$ cat src/rtl/sd_pkg.sv
// Shared definitions for the SD-card SPI command transmitter and response receiver.
package sd_pkg;

  typedef enum logic [2:0] {
    ST_IDLE = 3'd0,
    ST_LEAD = 3'd1,
    ST_HDR  = 3'd2,
    ST_CRC  = 3'd3,
    ST_STOP = 3'd4,
    ST_DONE = 3'd5
  } sd_state_e;

  localparam int         SD_FRAME_BITS = 48;
  localparam int         SD_HDR_BITS   = 40;
  localparam logic [6:0] SD_CRC7_POLY  = 7'h09;

  localparam logic [5:0] CMD0   = 6'd0;
  localparam logic [5:0] CMD8   = 6'd8;
  localparam logic [5:0] CMD55  = 6'd55;
  localparam logic [5:0] ACMD41 = 6'd41;
  localparam logic [5:0] CMD17  = 6'd17;

  // One serial CRC7 step: feedback is the outgoing MSB xor the new data bit.
  function automatic logic [6:0] crc7_step(input logic [6:0] crc, input logic b);
    logic fb;
    fb = crc[6] ^ b;
    return {crc[5:0], 1'b0} ^ (fb ? SD_CRC7_POLY : 7'h00);
  endfunction

endpackage

$ cat src/rtl/crc7_serial.sv
// Bit-serial CRC7 accumulator; clear wins over enable.
module crc7_serial
  import sd_pkg::*;
(
  input  logic       clock,
  input  logic       reset,
  input  logic       clear,
  input  logic       enable,
  input  logic       bit_in,
  output logic [6:0] crc
);

  logic [6:0] crc_q, crc_d;

  // Next CRC value: zero on frame start, one step per header bit.
  always_comb begin
    crc_d = crc_q;
    if (clear)       crc_d = 7'h00;
    else if (enable) crc_d = crc7_step(crc_q, bit_in);
  end

  // CRC register.
  always_ff @(posedge clock or posedge reset) begin
    if (reset) crc_q <= 7'h00;
    else       crc_q <= crc_d;
  end

  assign crc = crc_q;

endmodule

$ cat src/rtl/send_sd_command.sv
// Serialises one 48-bit SD SPI command frame (lead-in ones, header, CRC7, stop) MSB first.
module send_sd_command
  import sd_pkg::*;
#(
  parameter int LEAD_ONES = 8
) (
  input  logic        clock,
  input  logic        reset,
  input  logic        start,
  input  logic [5:0]  cmdIndex,
  input  logic [31:0] argument,
  output logic        SDout,
  output logic        busy,
  output logic        done
);

  localparam logic [5:0] HDR_LAST   = 6'(SD_HDR_BITS - 1);
  localparam logic [5:0] CRC_LAST   = 6'd6;
  localparam bit         HAS_LEAD   = (LEAD_ONES > 0);
  localparam logic [5:0] ACCEPT_CNT = HAS_LEAD ? 6'(LEAD_ONES - 1) : HDR_LAST;

  sd_state_e   state_q, state_d;
  logic [39:0] shift_q, shift_d;
  logic [5:0]  count_q, count_d;
  logic [6:0]  crc_sr_q, crc_sr_d;   // copy of the finished CRC, shifted out in ST_CRC
  logic        crc_clr, crc_en;
  logic [6:0]  crc_val;

  crc7_serial u_crc (
    .clock  (clock),
    .reset  (reset),
    .clear  (crc_clr),
    .enable (crc_en),
    .bit_in (shift_q[39]),
    .crc    (crc_val)
  );

  // Next-state, datapath and counter control.
  always_comb begin
    state_d  = state_q;
    shift_d  = shift_q;
    count_d  = count_q;
    crc_sr_d = crc_sr_q;
    crc_clr  = 1'b0;
    crc_en   = 1'b0;
    case (state_q)
      ST_IDLE: begin
        if (start) begin
          shift_d = {2'b01, cmdIndex, argument};
          crc_clr = 1'b1;
          count_d = ACCEPT_CNT;
          state_d = HAS_LEAD ? ST_LEAD : ST_HDR;
        end
      end
      ST_LEAD: begin
        if (count_q == 6'd0) begin
          state_d = ST_HDR;
          count_d = HDR_LAST;
        end else begin
          count_d = count_q - 6'd1;
        end
      end
      ST_HDR: begin
        crc_en  = 1'b1;
        shift_d = {shift_q[38:0], 1'b0};
        if (count_q == 6'd0) begin
          // The accumulator only holds the final CRC after this edge, so
          // fold the last header bit in here for the shift-out copy.
          state_d  = ST_CRC;
          count_d  = CRC_LAST;
          crc_sr_d = crc7_step(crc_val, shift_q[39]);
        end else begin
          count_d = count_q - 6'd1;
        end
      end
      ST_CRC: begin
        crc_sr_d = {crc_sr_q[5:0], 1'b0};
        if (count_q == 6'd0) state_d = ST_STOP;
        else                 count_d = count_q - 6'd1;
      end
      ST_STOP: state_d = ST_DONE;
      ST_DONE: state_d = ST_IDLE;
      default: state_d = ST_IDLE;
    endcase
  end

  // State, shift register, counter and CRC copy.
  always_ff @(posedge clock or posedge reset) begin
    if (reset) begin
      state_q  <= ST_IDLE;
      shift_q  <= 40'h0;
      count_q  <= 6'd0;
      crc_sr_q <= 7'h00;
    end else begin
      state_q  <= state_d;
      shift_q  <= shift_d;
      count_q  <= count_d;
      crc_sr_q <= crc_sr_d;
    end
  end

  // Outputs decoded purely from registered state; the line idles high.
  always_comb begin
    SDout = 1'b1;
    case (state_q)
      ST_HDR:  SDout = shift_q[39];
      ST_CRC:  SDout = crc_sr_q[6];
      default: SDout = 1'b1;
    endcase
  end

  assign busy = (state_q != ST_IDLE);
  assign done = (state_q == ST_DONE);

endmodule

$ cat config.mk
export PLATFORM = sky130hd
export DESIGN_NAME = send_sd_command
export DESIGN_NICKNAME = d
export VERILOG_FILES = /design/src/rtl/sd_pkg.sv /design/src/rtl/crc7_serial.sv /design/src/rtl/send_sd_command.sv
export SDC_FILE = /design/constraint.sdc
export NUM_CORES = 1
export LEC_CHECK = 0
export ABC_AREA = 0
export BUFFER_PORTS_ARGS = -buffer_cell sky130_fd_sc_hd__buf_4
export CORE_MARGIN = 3
export CORE_UTILIZATION = 59
export CTS_BUF_LIST = sky130_fd_sc_hd__clkbuf_4
export DETAILED_ROUTE_END_ITERATION = 10
export PLACE_DENSITY = 0.79
export SYNTH_ARGS = -nofsm -noshare
export SYNTH_HDL_FRONTEND = slang
export SYNTH_HIERARCHICAL = 1
export SYNTH_SLANG_ARGS = --single-unit
$ cat constraint.sdc
create_clock -name clock -period 3.8 [get_ports clock]
set_input_delay 0.76 -clock clock [delete_from_list [all_inputs] [get_ports clock]]
set_output_delay 0.76 -clock clock [all_outputs]
set_load 0.03 [all_outputs]
==> results of run 1 <==
per-layer routing:
metal	GRT usage (%)	vias to the layer above	part of all wire, %
li1	-	1179	-
met1	30.3	1092	47
met2	32.4	52	47
met3	3.71	5	4.6
met4	8.01	0	1.1
met5	0	-	0
how the worst max path moves through the flow:
stage	start	endpoint	slack, ps	cells after the start
2_1_floorplan	state_q[0]	SDout	1530	5
3_3_place_gp	state_q[1]	SDout	1570	4
3_5_place_dp	start	u_crc/crc[3]	1510	6
4_1_cts	state_q[1]	SDout	1090	4
5_1_grt	state_q[1]	SDout	940	4
6_report	state_q[1]	SDout	1090	4
power by group through the flow:
stage | logic [mW] | clock network (mW) | registers [mW]
final | 0.897 | 0.506 | 1.21
after global routing | 1.02 | 0.548 | 1.26
after CTS | 0.908 | 0.515 | 1.21
after detailed placement | 0.903 | 0 | 1.22
after global placement | 0.866 | 0 | 1.21
after floorplan | 0.838 | 0 | 1.13
cell type report:
cell class,count,area (µm²)
Tap cell,67,83.8
Fill cell,385,1410
Clock inverter,5,72.6
Multi-Input combinational cell,218,1210
Inverter,10,38.8
Timing Repair Buffer,46,345
Sequential cell,63,1580
Clock buffer,11,82.6
state kept, by name, summed over array words and instances, names as in the netlist:
signal     cells
count_q        6
crc_sr_q       7
shift_q       40
state_q        3
u_crc/crc      7
logic make-up (layout without fill, tap and decap cells):
family / count (synthesis) / count (layout) / share of synthesized area (%)
AND/OR/NAND/NOR: 130 / 130 / 20.0
flip-flops: 63 / 63 / 52.3
AO/OA/AOI/OAI: 74 / 74 / 15.6
adder cells (fa/ha/maj): 1 / 1 / 0.415
XOR/XNOR: 5 / 5 / 1.45
buffers and inverters: 33 / 72 / 7.60
multiplexers: 8 / 8 / 2.66
critical path, delay by kind of cell, from the launching register on:
kind | cells | cell delay, ps
DFF | 1 | 660
and+or+nand+nor | 2 | 550
AOI/OAI and AO/OA | 1 | 200
buffers and inverters | 1 | 170
stage by stage:
| step | utilization, % | worst slack [ps] |
|---|---|---|
| 5_1_grt | 70.7 | 943 |
| 6_report | 70.7 | 1090 |
| 3_5_place_dp | 67.5 | 1510 |
| 4_1_cts | 70.7 | 1090 |
| 2_1_floorplan | - | 1530 |
| 3_3_place_gp | 67.5 | 1570 |
placed cells by master, fill, tap and decap left out, types with 2 or more instances in the layout:
cell / instances
sky130_fd_sc_hd__buf_4: 46
sky130_fd_sc_hd__a21oi_1: 5
sky130_fd_sc_hd__inv_1: 8
sky130_fd_sc_hd__or4_1: 2
sky130_fd_sc_hd__a22o_1: 2
sky130_fd_sc_hd__o21ai_1: 2
sky130_fd_sc_hd__nor3_1: 4
sky130_fd_sc_hd__mux2i_1: 8
sky130_fd_sc_hd__o21ai_0: 9
sky130_fd_sc_hd__bufinv_16: 2
sky130_fd_sc_hd__dfrtp_1: 63
sky130_fd_sc_hd__nand3_1: 5
sky130_fd_sc_hd__or3_1: 2
sky130_fd_sc_hd__clkinv_2: 2
sky130_fd_sc_hd__o221ai_1: 2
sky130_fd_sc_hd__clkinv_1: 2
sky130_fd_sc_hd__o31ai_1: 4
sky130_fd_sc_hd__xnor2_1: 3
sky130_fd_sc_hd__clkbuf_4: 11
sky130_fd_sc_hd__a31oi_1: 5
sky130_fd_sc_hd__xor2_1: 2
sky130_fd_sc_hd__a211oi_1: 2
sky130_fd_sc_hd__nand2_1: 11
sky130_fd_sc_hd__nor2b_1: 2
sky130_fd_sc_hd__nor2_1: 91
sky130_fd_sc_hd__o22ai_1: 39
==> Flow_metrics.wiki, run 1 <==
{| class="wikitable"
! Metric !! Value
|-
| Status || complete, no violations
|-
| Synth top area cells || sky130_fd_sc_hd__dfrtp_1 52%, sky130_fd_sc_hd__nor2_1 11%, sky130_fd_sc_hd__o22ai_1 8.1%
|-
| Total global routing overflow || 0
|-
| Fraction of power spent switching nets || ~38%
|-
| Final Max Tran Viols || 0
|-
| Highest ir drop seen on vdd || 0.000465 V
|-
| Post-layout total power || 2.62 mW
|-
| Synthesized netlist net count || 356
|-
| Number of remaining DRC errors || 0
|-
| Final antenna diode count || 0
|-
| Gate Count Post-Synth || 314
|-
| Reg-to-reg endpoint || crc_sr_q[6]
|-
| Count of non-filler cells in the finished layout || 420
|-
| Area of all placed cells without fillers || 0.00341 mm²
|-
| CTS-repair resized insts || 0
|-
| Number of levels the H-tree was split into || 3
|-
| Placed inst area || 0.00325 mm²
|-
| CTS Buf Count || 9
|-
| Transition time at the pin with the least slew margin || 702 ps
|-
| Setup repair after global routing missed its margin || no
|-
| Reg2reg path depth || 6
|-
| Die Y || 77.5 µm
|-
| Fmax || 369 MHz
|-
| Worst hold slack after final layout || 310 ps
|-
| Static Leak || 1.52 nW
|-
| Worst setup slack for register-to-register paths || roughly 1500 ps
|-
| Maximum single-stage delay on the critical path || 660 ps
|-
| Peak fanout along the critical path || 18
|-
| Total global-route track usage || 21.1%
|-
| Iteration-0 DRC count of the detailed router || 201
|-
| Power Density || 768 mW/mm²
|-
| Combinational power share || around 34%
|-
| Clk_lat worst skew || around 380 ps
|-
| Die Area || 0.00600 mm²
|-
| WS Path Type || reg -> out
|-
| Std cell rows || 25
|-
| Final Hold Vio Count || 0
|-
| Setup TNS || 0 ps
|-
| Biggest area consumer among synthesized cells || sky130_fd_sc_hd__dfrtp_1
|-
| Worst reg2reg startpoint || state_q[2]
|-
| Layout net count || 390
|-
| Max Root-Sink Buffers || 2
|-
| Final wirelength || 5.96 mm
|-
| Sequential cell area fraction in the yosys report || a little over half
|-
| Clock transition time at the flip-flop clock pins of the worst setup and hold paths || about 100 ps
|-
| CTS Hold Buffers Added || 0
|-
| Tcrit/Tclk final || 71.3%
|-
| Post-synth cell types || between 40 and 50
|-
| Internal power component || 1.63 mW
|-
| Buffer cell driving the clock tree root || sky130_fd_sc_hd__clkbuf_4
|-
| Horizontal extent of the die || 77.5 µm
|-
| Kind of end point of the critical path || output pin
|-
| HPWL reported at the end of detailed placement || slightly below 4 mm
|-
| Clock tree skew after final layout || 10.4 ps
|-
| Initial cell density of the core || 62.5%
|-
| Number of global-route vias before repair || 2,178
|-
| Main synth FF type || sky130_fd_sc_hd__dfrtp_1
|-
| Synthesized area || 0.00301 mm²
|-
| Max-Cap Viols || 0
|-
| Critical Path Source Type || flop
|-
| Routability congestion estimate from global placement || 0.782
|-
| I/O pin count || 44
|-
| Share of synthesized flip-flops with an asynchronous set or reset || 100%
|-
| Clock share of power || around a fifth
|-
| Cell chain of the critical path || nand2_1 -> or2_2 -> o22a_1 -> buf_4
|-
| Shortest period the worst path allows || 2710 ps
|-
| Drt pass-1 iters || 5
|-
| Pin count of the biggest net entering global routing || 45
|-
| Post-CTS Setup Repair Bufs || 0
|-
| Post-detailed-route count of antenna-violating nets || 0
|-
| Worst min-delay path class || in -> async
|-
| Number of failing setup endpoints in the final timing report || 0
|-
| Data arrival time of the worst path || 1950 ps
|-
| Number of buffers added on ports || 43
|-
| Yosys warning count || 6
|-
| Routed vias/inst || ~5.5
|-
| Wire per inst || ~14 µm
|-
| NetSw || 0.989 mW
|-
| Number of antenna violations at the first check in global routing || 0
|-
| Dpl cells || between 400 and 500
|-
| TritonCTS clock tree || yes
|-
| Library cell with the highest instance count after synthesis || sky130_fd_sc_hd__nor2_1
|-
| Sequential share of power || 46.4%
|-
| Average footprint of a synthesized cell || 9.60 µm²
|-
| Critical path data required time || about 3000 ps
|-
| Tightest slew margin relative to the limit || 53.1%
|-
| Share of layout cells above drive strength 1 || about a fifth
|-
| Flip-flop and latch count after synthesis || 63
|-
| Sinks on Clock Net || 63
|-
| First-pass GRT wire length || between 10 and 15 mm
|-
| Ranking of synthesized cells by instance count || 91 x sky130_fd_sc_hd__nor2_1, 63 x sky130_fd_sc_hd__dfrtp_1, 39 x sky130_fd_sc_hd__o22ai_1, 11 x sky130_fd_sc_hd__nand2_1
|-
| Number of flops mapped to enable cells by yosys || 0
|-
| Std-Cell Core Area || 0.00482 mm²
|-
| Routed vias || 2,328
|-
| Critical-path cell with the highest stage delay || sky130_fd_sc_hd__dfrtp_1
|-
| Growth of design area from synthesis to finish || 13.1%
|-
| Top cell type's share of synthesized area || 52.3%
|}
Note: power is estimated with default switching activity, not from simulation.
==> run 2, diff against run 1 <==
clock period = 2.6 ns   (was 3.8 ns; I/O delays follow)
==> Flow_metrics.wiki, run 2 (synthesis gave the netlist of run 1 again) <==
{| class="wikitable"
! Metric !! Value
|-
| Flip-flop count of the largest register after layout || 40
|-
| Max-Cap Viols || 0
|-
| Std-Cell Core Area || 0.00482 mm²
|-
| First-pass GRT wire length || 9.96 mm
|-
| Post-detailed-route count of antenna-violating nets || 0
|-
| TritonCTS clock tree || yes
|-
| Tcrit/Tclk final || approximately nine tenths
|-
| Wire per inst || 13.7 µm
|-
| Share of layout cells above drive strength 1 || a little under a fifth
|-
| Worst hold slack after final layout || 61.6 ps
|-
| Die Area || between 0.006 and 0.007 mm²
|-
| Kind of end point of the critical path || output pin
|-
| Highest ir drop seen on vdd || 0.000575 V
|-
| FF/Latch Area || 0.00158 mm²
|-
| WS Path Type || reg -> out
|-
| Routability congestion estimate from global placement || 0.827
|-
| Buf/Inv on CP || 2
|-
| Iteration-0 DRC count of the detailed router || 203
|-
| Most used cells in the layout excluding fill and tap cells || 91 x sky130_fd_sc_hd__nor2_1, 63 x sky130_fd_sc_hd__dfrtp_1, 50 x sky130_fd_sc_hd__buf_4
|-
| Critical-path cell with the highest stage delay || sky130_fd_sc_hd__dfrtp_1
|-
| I/O pin count || 44
|-
| Data arrival time of the worst path || 1780 ps
|-
| Final antenna diode count || 0
|-
| Area of all placed cells without fillers || roughly 0.0034 mm²
|-
| CTS Hold Buffers Added || 0
|-
| Std cell rows || 25
|-
| Fill cell count || ~400
|-
| Combinational power share || 37.9%
|-
| Internal power component || 2.19 mW
|-
| Total global routing overflow || 0
|-
| Multi-input logic area || between 0.001 and 0.0015 mm²
|-
| NetSw || 1.44 mW
|-
| Tightest slew margin relative to the limit || 45.6%
|-
| Final Hold Vio Count || 0
|-
| Status || complete, no violations
|-
| Final Max Tran Viols || 0
|-
| Transition time at the pin with the least slew margin || 815 ps
|-
| Layout net count || 394
|-
| Largest Register || shift_q
|-
| Number of buffers added on ports || 43
|-
| Maximum single-stage delay on the critical path || 370 ps
|-
| Setup TNS || 0 ps
|-
| Sinks on Clock Net || 63
|-
| CTS-repair resized insts || 0
|-
| Routed vias || 2,372
|-
| Static Leak || 1.51 nW
|-
| Final wirelength || 5.82 mm
|-
| Max Root-Sink Buffers || 2
|-
| Buffer cell driving the clock tree root || sky130_fd_sc_hd__clkbuf_4
|-
| Sequential share of power || roughly 47%
|-
| Number of antenna violations at the first check in global routing || 0
|-
| Critical Path Source Type || flop
|-
| CTS Buf Count || 9
|-
| Growth of design area from synthesis to finish || 12.3%
|-
| Worst min-delay path class || in -> async
|-
| Most common cell after layout, fill and taps aside || sky130_fd_sc_hd__nor2_1
|-
| Number of failing setup endpoints in the final timing report || 0
|-
| Horizontal extent of the die || 77.5 µm
|-
| Total global-route track usage || 20.9%
|-
| Initial cell density of the core || 62.5%
|-
| Number of remaining DRC errors || 0
|-
| Placed inst area || approximately 0.0033 mm²
|-
| Kind of cell adding the most delay to the critical path || simple AND/OR/NAND/NOR gates
|-
| Routed vias/inst || 5.59
|-
| Fraction of power spent switching nets || 39.7%
|-
| Clk_lat worst skew || 390 ps
|-
| Cell chain of the critical path || buf_4 -> nand2_1 -> or2_2 -> o22a_1 -> buf_4
|-
| Clock transition time at the flip-flop clock pins of the worst setup and hold paths || 110 ps
|-
| Pin count of the biggest net entering global routing || 44
|-
| Power Density || 1070 mW/mm²
|-
| Clock share of power || 14.7%
|-
| Fmax || 434 MHz
|-
| Peak fanout along the critical path || 16
|-
| Drt pass-1 iters || 4
|-
| Setup repair after global routing missed its margin || no
|-
| Clock tree skew after final layout || about 8.4 ps
|-
| HPWL reported at the end of detailed placement || 3.85 mm
|-
| Post-CTS Setup Repair Bufs || 0
|-
| Post-layout total power || 3.63 mW
|-
| Cell repeated most along the worst path || sky130_fd_sc_hd__buf_4
|-
| Shortest period the worst path allows || about 2300 ps
|-
| Number of global-route vias before repair || between 2k and 2.5k
|-
| Number of levels the H-tree was split into || 3
|-
| Critical path data required time || 2080 ps
|-
| Die Y || approximately 77 µm
|}
-- run 2: changes by cell type in the layout (fill, tap and decap cells not counted), sizes merged --
cell,change
bufinv,-2
clkinvlp,+1
clkinv,+2
buf,+4
clkbuf,-1
-- run 2: final timing paths --
kind                        startpoint           end  slack [ps]  cells past startpoint
setup / recovery            state_q[0]         SDout         300                      5
setup reg to reg            state_q[0]   shift_q[20]         640                      6
hold / removal                   reset  u_crc/crc[3]          60                      2
max in group asynchronous        reset   crc_sr_q[6]        1620                      3
min in group clock         argument[0]    shift_q[0]         360                      3
hold reg to reg            crc_sr_q[3]   crc_sr_q[4]         490                      2
-- run 2: routing by layer --
| layer | global-route usage, % | share of wire [%] |
|---|---|---|
| met5 | 0 | 0 |
| met4 | 8.19 | 1.6 |
| met3 | 4.76 | 7.0 |
| met2 | 29.4 | 44 |
| met1 | 31.4 | 47 |
-- run 2: stage by stage --
step                utilization, %  cells  setup WS [ps]
finish                        70.3    424            296
CTS                           70.3    424            271
detailed placement            68.1    408            669
global route                  70.3    424            196
floorplan                        -    314            574
global placement              68.1    408            708
-- run 2: power by group through the flow --
stage / logic, mW / registers (mW) / clock network, mW
6_report: 1.37 / 1.72 / 0.533
5_1_grt: 1.57 / 1.78 / 0.593
4_1_cts: 1.38 / 1.72 / 0.545
3_5_place_dp: 1.38 / 1.73 / 0
3_3_place_gp: 1.34 / 1.71 / 0
2_1_floorplan: 1.23 / 1.65 / 0
-- run 2: area by class of cell --
class	count	area share, %
Multi-Input combinational cell	218	35.7
Timing Repair Buffer	50	11.1
Tap cell	67	2.48
Clock inverter	6	0.813
Sequential cell	63	46.6
Inverter	10	1.15
Clock buffer	10	2.22
